[config.mk]
export PLATFORM = sky130hd
export DESIGN_NAME = core_interface_mc
export DESIGN_NICKNAME = d
export VERILOG_FILES = /design/src/rtl/core_interface_mc.sv
export SDC_FILE = /design/constraint.sdc
export NUM_CORES = 1
export LEC_CHECK = 0
export BUFFER_PORTS_ARGS = -buffer_cell sky130_fd_sc_hd__buf_4
export CORE_ASPECT_RATIO = 0.7
export CORE_MARGIN = 2
export CORE_UTILIZATION = 50
export DETAILED_ROUTE_END_ITERATION = 12
export PLACE_DENSITY = 0.88
export SKIP_CTS_REPAIR_TIMING = 1
export SYNTH_ARGS = -nofsm -noshare
export SYNTH_HDL_FRONTEND = slang
export SYNTH_SLANG_ARGS = --single-unit
export TNS_END_PERCENT = 100
[constraint.sdc]
create_clock -name clk_i -period 2.45 [get_ports clk_i]
set_input_delay 0.3675 -clock clk_i [delete_from_list [all_inputs] [get_ports clk_i]]
set_output_delay 0.3675 -clock clk_i [all_outputs]
set_load 0.03 [all_outputs]
[src/rtl/core_interface_mc.sv]
// core_interface_mc: bridges the host command bus (instruction/address/value)
// to one compute core. Holds TOTAL_INPUTS operand registers and TOTAL_OUTPUTS
// result registers, launches the core with a start/done handshake guarded by
// a timeout, and can stream the result registers round-robin.
module core_interface_mc #(
    parameter int DATA_WIDTH     = 32,
    parameter int ADDR_WIDTH     = 24,
    parameter int TOTAL_INPUTS   = 2,
    parameter int TOTAL_OUTPUTS  = 1,
    parameter int START_ADDRESS  = 0,
    parameter int TIMEOUT_CYCLES = 1024
) (
    input  logic                                clk_i,
    input  logic                                rst_ni,
    input  logic                                instr_valid_i,
    output logic                                instr_ready_o,
    input  logic [7:0]                          instruction_i,
    input  logic [ADDR_WIDTH-1:0]               address_i,
    input  logic [DATA_WIDTH-1:0]               value_i,
    output logic [DATA_WIDTH-1:0]               result_o,
    output logic                                result_valid_o,
    output logic [DATA_WIDTH-1:0]               stream_o,
    output logic                                stream_valid_o,
    output logic                                done_o,
    output logic                                err_o,
    output logic [TOTAL_INPUTS*DATA_WIDTH-1:0]  core_inputs_o,
    output logic                                core_start_o,
    input  logic [TOTAL_OUTPUTS*DATA_WIDTH-1:0] core_outputs_i,
    input  logic                                core_done_i
);

    localparam logic [7:0] OP_NOP          = 8'h00;
    localparam logic [7:0] OP_WRITE        = 8'h01;
    localparam logic [7:0] OP_READ         = 8'h02;
    localparam logic [7:0] OP_RUN          = 8'h03;
    localparam logic [7:0] OP_STREAM_START = 8'h04;
    localparam logic [7:0] OP_STREAM_STOP  = 8'h05;

    localparam int IW = (TOTAL_INPUTS > 1) ? $clog2(TOTAL_INPUTS) : 1;
    localparam int OW = (TOTAL_OUTPUTS > 1) ? $clog2(TOTAL_OUTPUTS) : 1;
    localparam int TW = $clog2(TIMEOUT_CYCLES);

    typedef enum logic [1:0] {
        ST_IDLE     = 2'd0,
        ST_RUN_WAIT = 2'd1,
        ST_STREAM   = 2'd2
    } state_t;

    state_t state_q, state_d;

    logic [DATA_WIDTH-1:0] in_regs  [TOTAL_INPUTS];
    logic [DATA_WIDTH-1:0] out_regs [TOTAL_OUTPUTS];

    logic          live_q;      // goes high on the first edge after reset
    logic [TW-1:0] tmo_q;       // RUN_WAIT cycles elapsed
    logic [OW-1:0] stream_idx;  // result register being streamed

    logic accept;
    logic op_write, op_read, op_run, op_sstart, op_sstop, op_bad;
    logic [ADDR_WIDTH-1:0] offset, out_off;
    logic [IW-1:0] in_idx;
    logic [OW-1:0] out_idx;
    logic above_base, addr_in, addr_out;
    logic [DATA_WIDTH-1:0] read_data;
    logic timeout_hit, run_done, err_d, start_d;

    assign instr_ready_o = live_q && (state_q != ST_RUN_WAIT);
    assign accept        = instr_valid_i && instr_ready_o;

    // Address window: operands first, then the read-only results.
    assign offset     = address_i - ADDR_WIDTH'(START_ADDRESS);
    assign out_off    = offset - ADDR_WIDTH'(TOTAL_INPUTS);
    assign above_base = (address_i >= ADDR_WIDTH'(START_ADDRESS));
    assign addr_in    = above_base && (offset < ADDR_WIDTH'(TOTAL_INPUTS));
    assign addr_out   = above_base && !addr_in &&
                        (offset < ADDR_WIDTH'(TOTAL_INPUTS + TOTAL_OUTPUTS));
    assign in_idx     = offset[IW-1:0];
    assign out_idx    = out_off[OW-1:0];

    assign run_done    = (state_q == ST_RUN_WAIT) && core_done_i;
    assign timeout_hit = (state_q == ST_RUN_WAIT) &&
                         (tmo_q == TW'(TIMEOUT_CYCLES - 1));

    assign stream_valid_o = (state_q == ST_STREAM);
    assign stream_o       = stream_valid_o ? out_regs[stream_idx] : '0;

    for (genvar g = 0; g < TOTAL_INPUTS; g++) begin : g_pack
        assign core_inputs_o[g*DATA_WIDTH +: DATA_WIDTH] = in_regs[g];
    end

    // Opcode decode; anything outside the known set is flagged bad.
    always_comb begin
        // NOTE: every combinational output gets a default first so no path leaves it unassigned (no latch).
        op_write  = 1'b0;
        op_read   = 1'b0;
        op_run    = 1'b0;
        op_sstart = 1'b0;
        op_sstop  = 1'b0;
        op_bad    = 1'b0;
        case (instruction_i)
            OP_NOP:          ;
            OP_WRITE:        op_write  = 1'b1;
            OP_READ:         op_read   = 1'b1;
            OP_RUN:          op_run    = 1'b1;
            OP_STREAM_START: op_sstart = 1'b1;
            OP_STREAM_STOP:  op_sstop  = 1'b1;
            default:         op_bad    = 1'b1;
        endcase
    end

    // Read mux: operands, then results, zero when out of range.
    always_comb begin
        read_data = '0;
        if (addr_in) begin
            read_data = in_regs[in_idx];
        end else if (addr_out) begin
            read_data = out_regs[out_idx];
        end
    end

    // Next state, error and start decisions; a done beats a same-cycle timeout.
    always_comb begin
        state_d = state_q;
        err_d   = 1'b0;
        start_d = 1'b0;
        case (state_q)
            ST_IDLE: begin
                if (accept && op_run) begin
                    state_d = ST_RUN_WAIT;
                    start_d = 1'b1;
                end else if (accept && op_sstart) begin
                    state_d = ST_STREAM;
                end
            end
            ST_RUN_WAIT: begin
                if (run_done || timeout_hit) begin
                    state_d = ST_IDLE;
                end
            end
            ST_STREAM: begin
                if (accept && op_sstop) begin
                    state_d = ST_IDLE;
                end
            end
            default: state_d = ST_IDLE;
        endcase
        if (accept) begin
            if (op_bad || (op_write && !addr_in) ||
                (op_read && !(addr_in || addr_out)) ||
                ((state_q == ST_STREAM) && (op_run || op_sstart))) begin
                err_d = 1'b1;
            end
        end
        if (timeout_hit && !core_done_i) begin
            err_d = 1'b1;
        end
    end

    // State register.
    always_ff @(posedge clk_i or negedge rst_ni) begin
        // NOTE: sequential state uses non-blocking assignments so every flop samples pre-edge values.
        if (!rst_ni) begin
            state_q <= ST_IDLE;
        end else begin
            state_q <= state_d;
        end
    end

    // Registered host/core pulses, read data, timeout counter and stream index.
    always_ff @(posedge clk_i or negedge rst_ni) begin
        if (!rst_ni) begin
            live_q         <= 1'b0;
            result_o       <= '0;
            result_valid_o <= 1'b0;
            err_o          <= 1'b0;
            done_o         <= 1'b0;
            core_start_o   <= 1'b0;
            tmo_q          <= '0;
            stream_idx     <= '0;
        end else begin
            live_q         <= 1'b1;
            result_valid_o <= accept && op_read;
            if (accept && op_read) begin
                result_o <= read_data;
            end
            err_o        <= err_d;
            done_o       <= run_done;
            core_start_o <= start_d;
            tmo_q        <= ((state_q == ST_RUN_WAIT) && (state_d == ST_RUN_WAIT)) ?
                            tmo_q + TW'(1) : '0;
            if ((state_q == ST_STREAM) && (state_d == ST_STREAM)) begin
                stream_idx <= (stream_idx == OW'(TOTAL_OUTPUTS - 1)) ? '0 : stream_idx + OW'(1);
            end else begin
                stream_idx <= '0;
            end
        end
    end

    // Operand writes from the host and result capture from the core.
    always_ff @(posedge clk_i or negedge rst_ni) begin
        // NOTE: these register arrays are reset explicitly because their reset value is architecturally visible.
        if (!rst_ni) begin
            for (int i = 0; i < TOTAL_INPUTS; i++) begin
                in_regs[i] <= '0;
            end
            for (int i = 0; i < TOTAL_OUTPUTS; i++) begin
                out_regs[i] <= '0;
            end
        end else begin
            if (accept && op_write && addr_in) begin
                in_regs[in_idx] <= value_i;
            end
            if (run_done) begin
                for (int i = 0; i < TOTAL_OUTPUTS; i++) begin
                    out_regs[i] <= core_outputs_i[i*DATA_WIDTH +: DATA_WIDTH];
                end
            end
        end
    end

endmodule

==> impl_metrics.tcl <==
set metrics [dict create \
    clkTransAtPathRegs_ps 60 \
    crit_path_end_kind "flop" \
    dpl_worst_slack_ps -174 \
    syn_nets 613 \
    die_y_um 99.7 \
    fillCellCount 835 \
    dr.pass1.iters 5 \
    grt_max_degree 64 \
    ys_warn_count 0 \
    cts_num_sinks 145 \
    syn_avg_cell_area_um2 12.8 \
    skew_ps 10.3 \
    multi_input_area_um2 2790 \
    ys_seq_elements 145 \
    cts_root_buffer "clkbuf_16" \
    synthCells 512 \
    routedWlPerCell_um 20.1 \
    synth-edff-count 0 \
    syn_area_um2 6540 \
    maxCapViolCount 0 \
    ff2ff_setup_slack_ps 100 \
    clock_latency_ps 410 \
    power.density_nw_per_um2 579 \
    port_buffers 233 \
    hold_class "in2reg" \
    cp-startpoint "state_q[1]$_DFF_PN0_" \
    finalSetupTns_ps 0 \
    die_area_um2 14000 \
    synthToLayoutAreaGrowth_pct 40.3 \
    tritoncts "yes" \
    finalCriticalPeriod_ps 2350 \
    viasPerCell 5.54 \
    antenna_found_initial 0 \
    ys_dominant_reg_cell "dfrtp_1" \
    min_from "core_outputs_i[14]" \
    yosysSeqAreaShare 0.555 \
    worstPathArrival_ps 2630 \
    leakage_nw 4.89 \
    hpwl_um 13300 \
    slew_viol_final 0 \
    drive_gt1_frac 0.507 \
    critPathKind "reg2reg" \
    setup_viol 0 \
    initial_core_util 0.520 \
    fmaxAchievable_mhz 426 \
    grt_overflow_total 0 \
    hold_depth 2 \
    die_x_um 141 \
    period_share 0.958 \
    fp.coreArea_um2 12600 \
    grt_pass1_vias 5435 \
    status "finished, final reports clean" \
    r2r_cells 7 \
    htreeDepth 4 \
    start_kind "flop" \
    hold_viol_final 0 \
    worst_pin_slew_ps 879 \
    via_count 5161 \
    cts.path.max_buffers 2 \
    synth_cell_type_count 40 \
    ir_worst_vdd_v 0.000506 \
    drc 0 \
    grt_pass1_wl_um 29500 \
    final_nets 857 \
    setup_slack_ps 103 \
    drt_iter0_drc 316 \
    gp_congestion 0.825 \
    antenna_left 0 \
    track_usage 0.271 \
    postSynth.asyncResetShare 1.00 \
    wl_um 18700 \
    r2r-end "core_inputs_o[43]$_DFFE_PN0P_" \
    path_max_fanout 16 \
    cts_buffers 17 \
    rsz0062_at_grt "false" \
    seqCellArea_um2 3630 \
    cp.required_ps 2730 \
    r2r-start "state_q[1]$_DFF_PN0_" \
    ioPinCount 234 \
    max-slew-margin-rel 0.413 \
    rows 34 \
    min_to "out_regs[14]$_DFFE_PN0P_" \
    antenna_cells 0 \
]
==> through the flow <==
stage           util  instances  area, um^2  hold WS, ps  power [W]
5_1_grt        0.729        931        9180          172    0.00549
3_3_place_gp   0.682        898        8590          373    0.00278
6_report       0.729        931        9180          187    0.00531
2_1_floorplan      -        512        6540         71.9    0.00256
4_1_cts        0.728        930        9170        -54.7    0.00534
3_5_place_dp   0.682        898        8590          391    0.00279
==> per-layer routing <==
layer / wire [um] / up-vias / part of all wire / track usage
li1: - / 2302 / - / -
met1: 7770 / 2607 / 0.42 / 0.340
met2: 9330 / 232 / 0.50 / 0.467
met3: 1420 / 20 / 0.076 / 0.0756
met4: 198 / 0 / 0.011 / 0.0715
met5: 0 / - / 0 / 0
==> final cells by class <==
type                       instances  area share
tap                              162      0.0221
sequential                       145       0.395
clock buffer                      20      0.0487
multi-input combinational        332       0.304
timing repair buffer             256       0.214
clock inverter                    12      0.0145
inverter                           4     0.00164
==> kinds of logic after synthesis <==
| group | synth area share |
|---|---|
| simple gates | 0.0998 |
| xor+xnor | 0.0120 |
| flops | 0.555 |
| compound gates | 0.0754 |
| buf+inv | 0.0243 |
| mux | 0.231 |
| other cells | 0.000573 |
| fa+ha+maj | 0.00191 |
==> how the worst max path moves through the flow <==
stage | end | slack, ps | depth (start not counted)
final | core_inputs_o[43]$_DFFE_PN0P_ | 100 | 7
after global routing | core_inputs_o[43]$_DFFE_PN0P_ | 20 | 7
after CTS | core_inputs_o[43]$_DFFE_PN0P_ | 120 | 7
after detailed placement | core_inputs_o[43]$_DFFE_PN0P_ | -170 | 7
after global placement | core_inputs_o[41]$_DFFE_PN0P_ | -130 | 7
after floorplan | core_inputs_o[32]$_DFFE_PN0P_ | 120 | 7
==> Yosys cell counts (2+ instances only) <==
| cell | instances | area [um^2] |
|---|---|---|
| mux2_4 | 30 | 450 |
| and4_1 | 3 | 26.3 |
| mux2i_1 | 32 | 320 |
| inv_1 | 4 | 15.0 |
| dfrtp_1 | 145 | 3630 |
| nor2b_1 | 4 | 25.0 |
| nor4_1 | 6 | 37.5 |
| and3_1 | 3 | 18.8 |
| o21ai_0 | 33 | 165 |
| mux2_2 | 65 | 732 |
| nand2b_1 | 3 | 18.8 |
| nand3_1 | 4 | 20.0 |
| nand2_1 | 39 | 146 |
| xor2_1 | 5 | 43.8 |
| nor2_1 | 14 | 52.6 |
| xnor2_1 | 4 | 35.0 |
| clkbuf_1 | 17 | 63.8 |
| buf_1 | 7 | 26.3 |
| buf_6 | 3 | 33.8 |
| a22o_1 | 32 | 280 |
| buf_2 | 4 | 20.0 |
| and2_1 | 34 | 213 |
| a21oi_1 | 3 | 15.0 |
| a311oi_1 | 2 | 17.5 |
==> registers in the layout, indices dropped and copies added (netlist names) <==
name,cells
core_inputs_o,64
out_regs,32
result_o,32
tmo_q,10
state_q,2
core_start_o,1
done_o,1
err_o,1
live_q,1
result_valid_o,1
==> worst max-delay path, cell delays in order, from the launching register on <==
cell and delay (ps):
dfrtp_1 430, nor2b_1 90, nor3_1 180, buf_4 150, nand3_2 80, or4_2 660, buf_4 270, mux2_4 350
==> power by group <==
| group | internal [W] | switching, W | leakage [nW] |
|---|---|---|---|
| sequential | 0.00241 | 0.0000152 | 2.02 |
| combinational | 0.000157 | 0.000166 | 2.59 |
| clock | 0.00153 | 0.00103 | 0.277 |
==> placed cells by master, fill, tap and decap left out, types with 4 or more instances in the layout <==
master,n
a22o_1,32
and2_1,34
buf_4,251
clkbuf_16,17
dfrtp_1,145
inv_1,4
mux2_2,65
mux2_4,30
mux2i_1,32
nand2_1,38
nand3_1,4
nor2_1,13
nor4_1,6
o21ai_0,33
xnor2_1,4
xor2_1,5
Power figures use the tool's default switching activity.
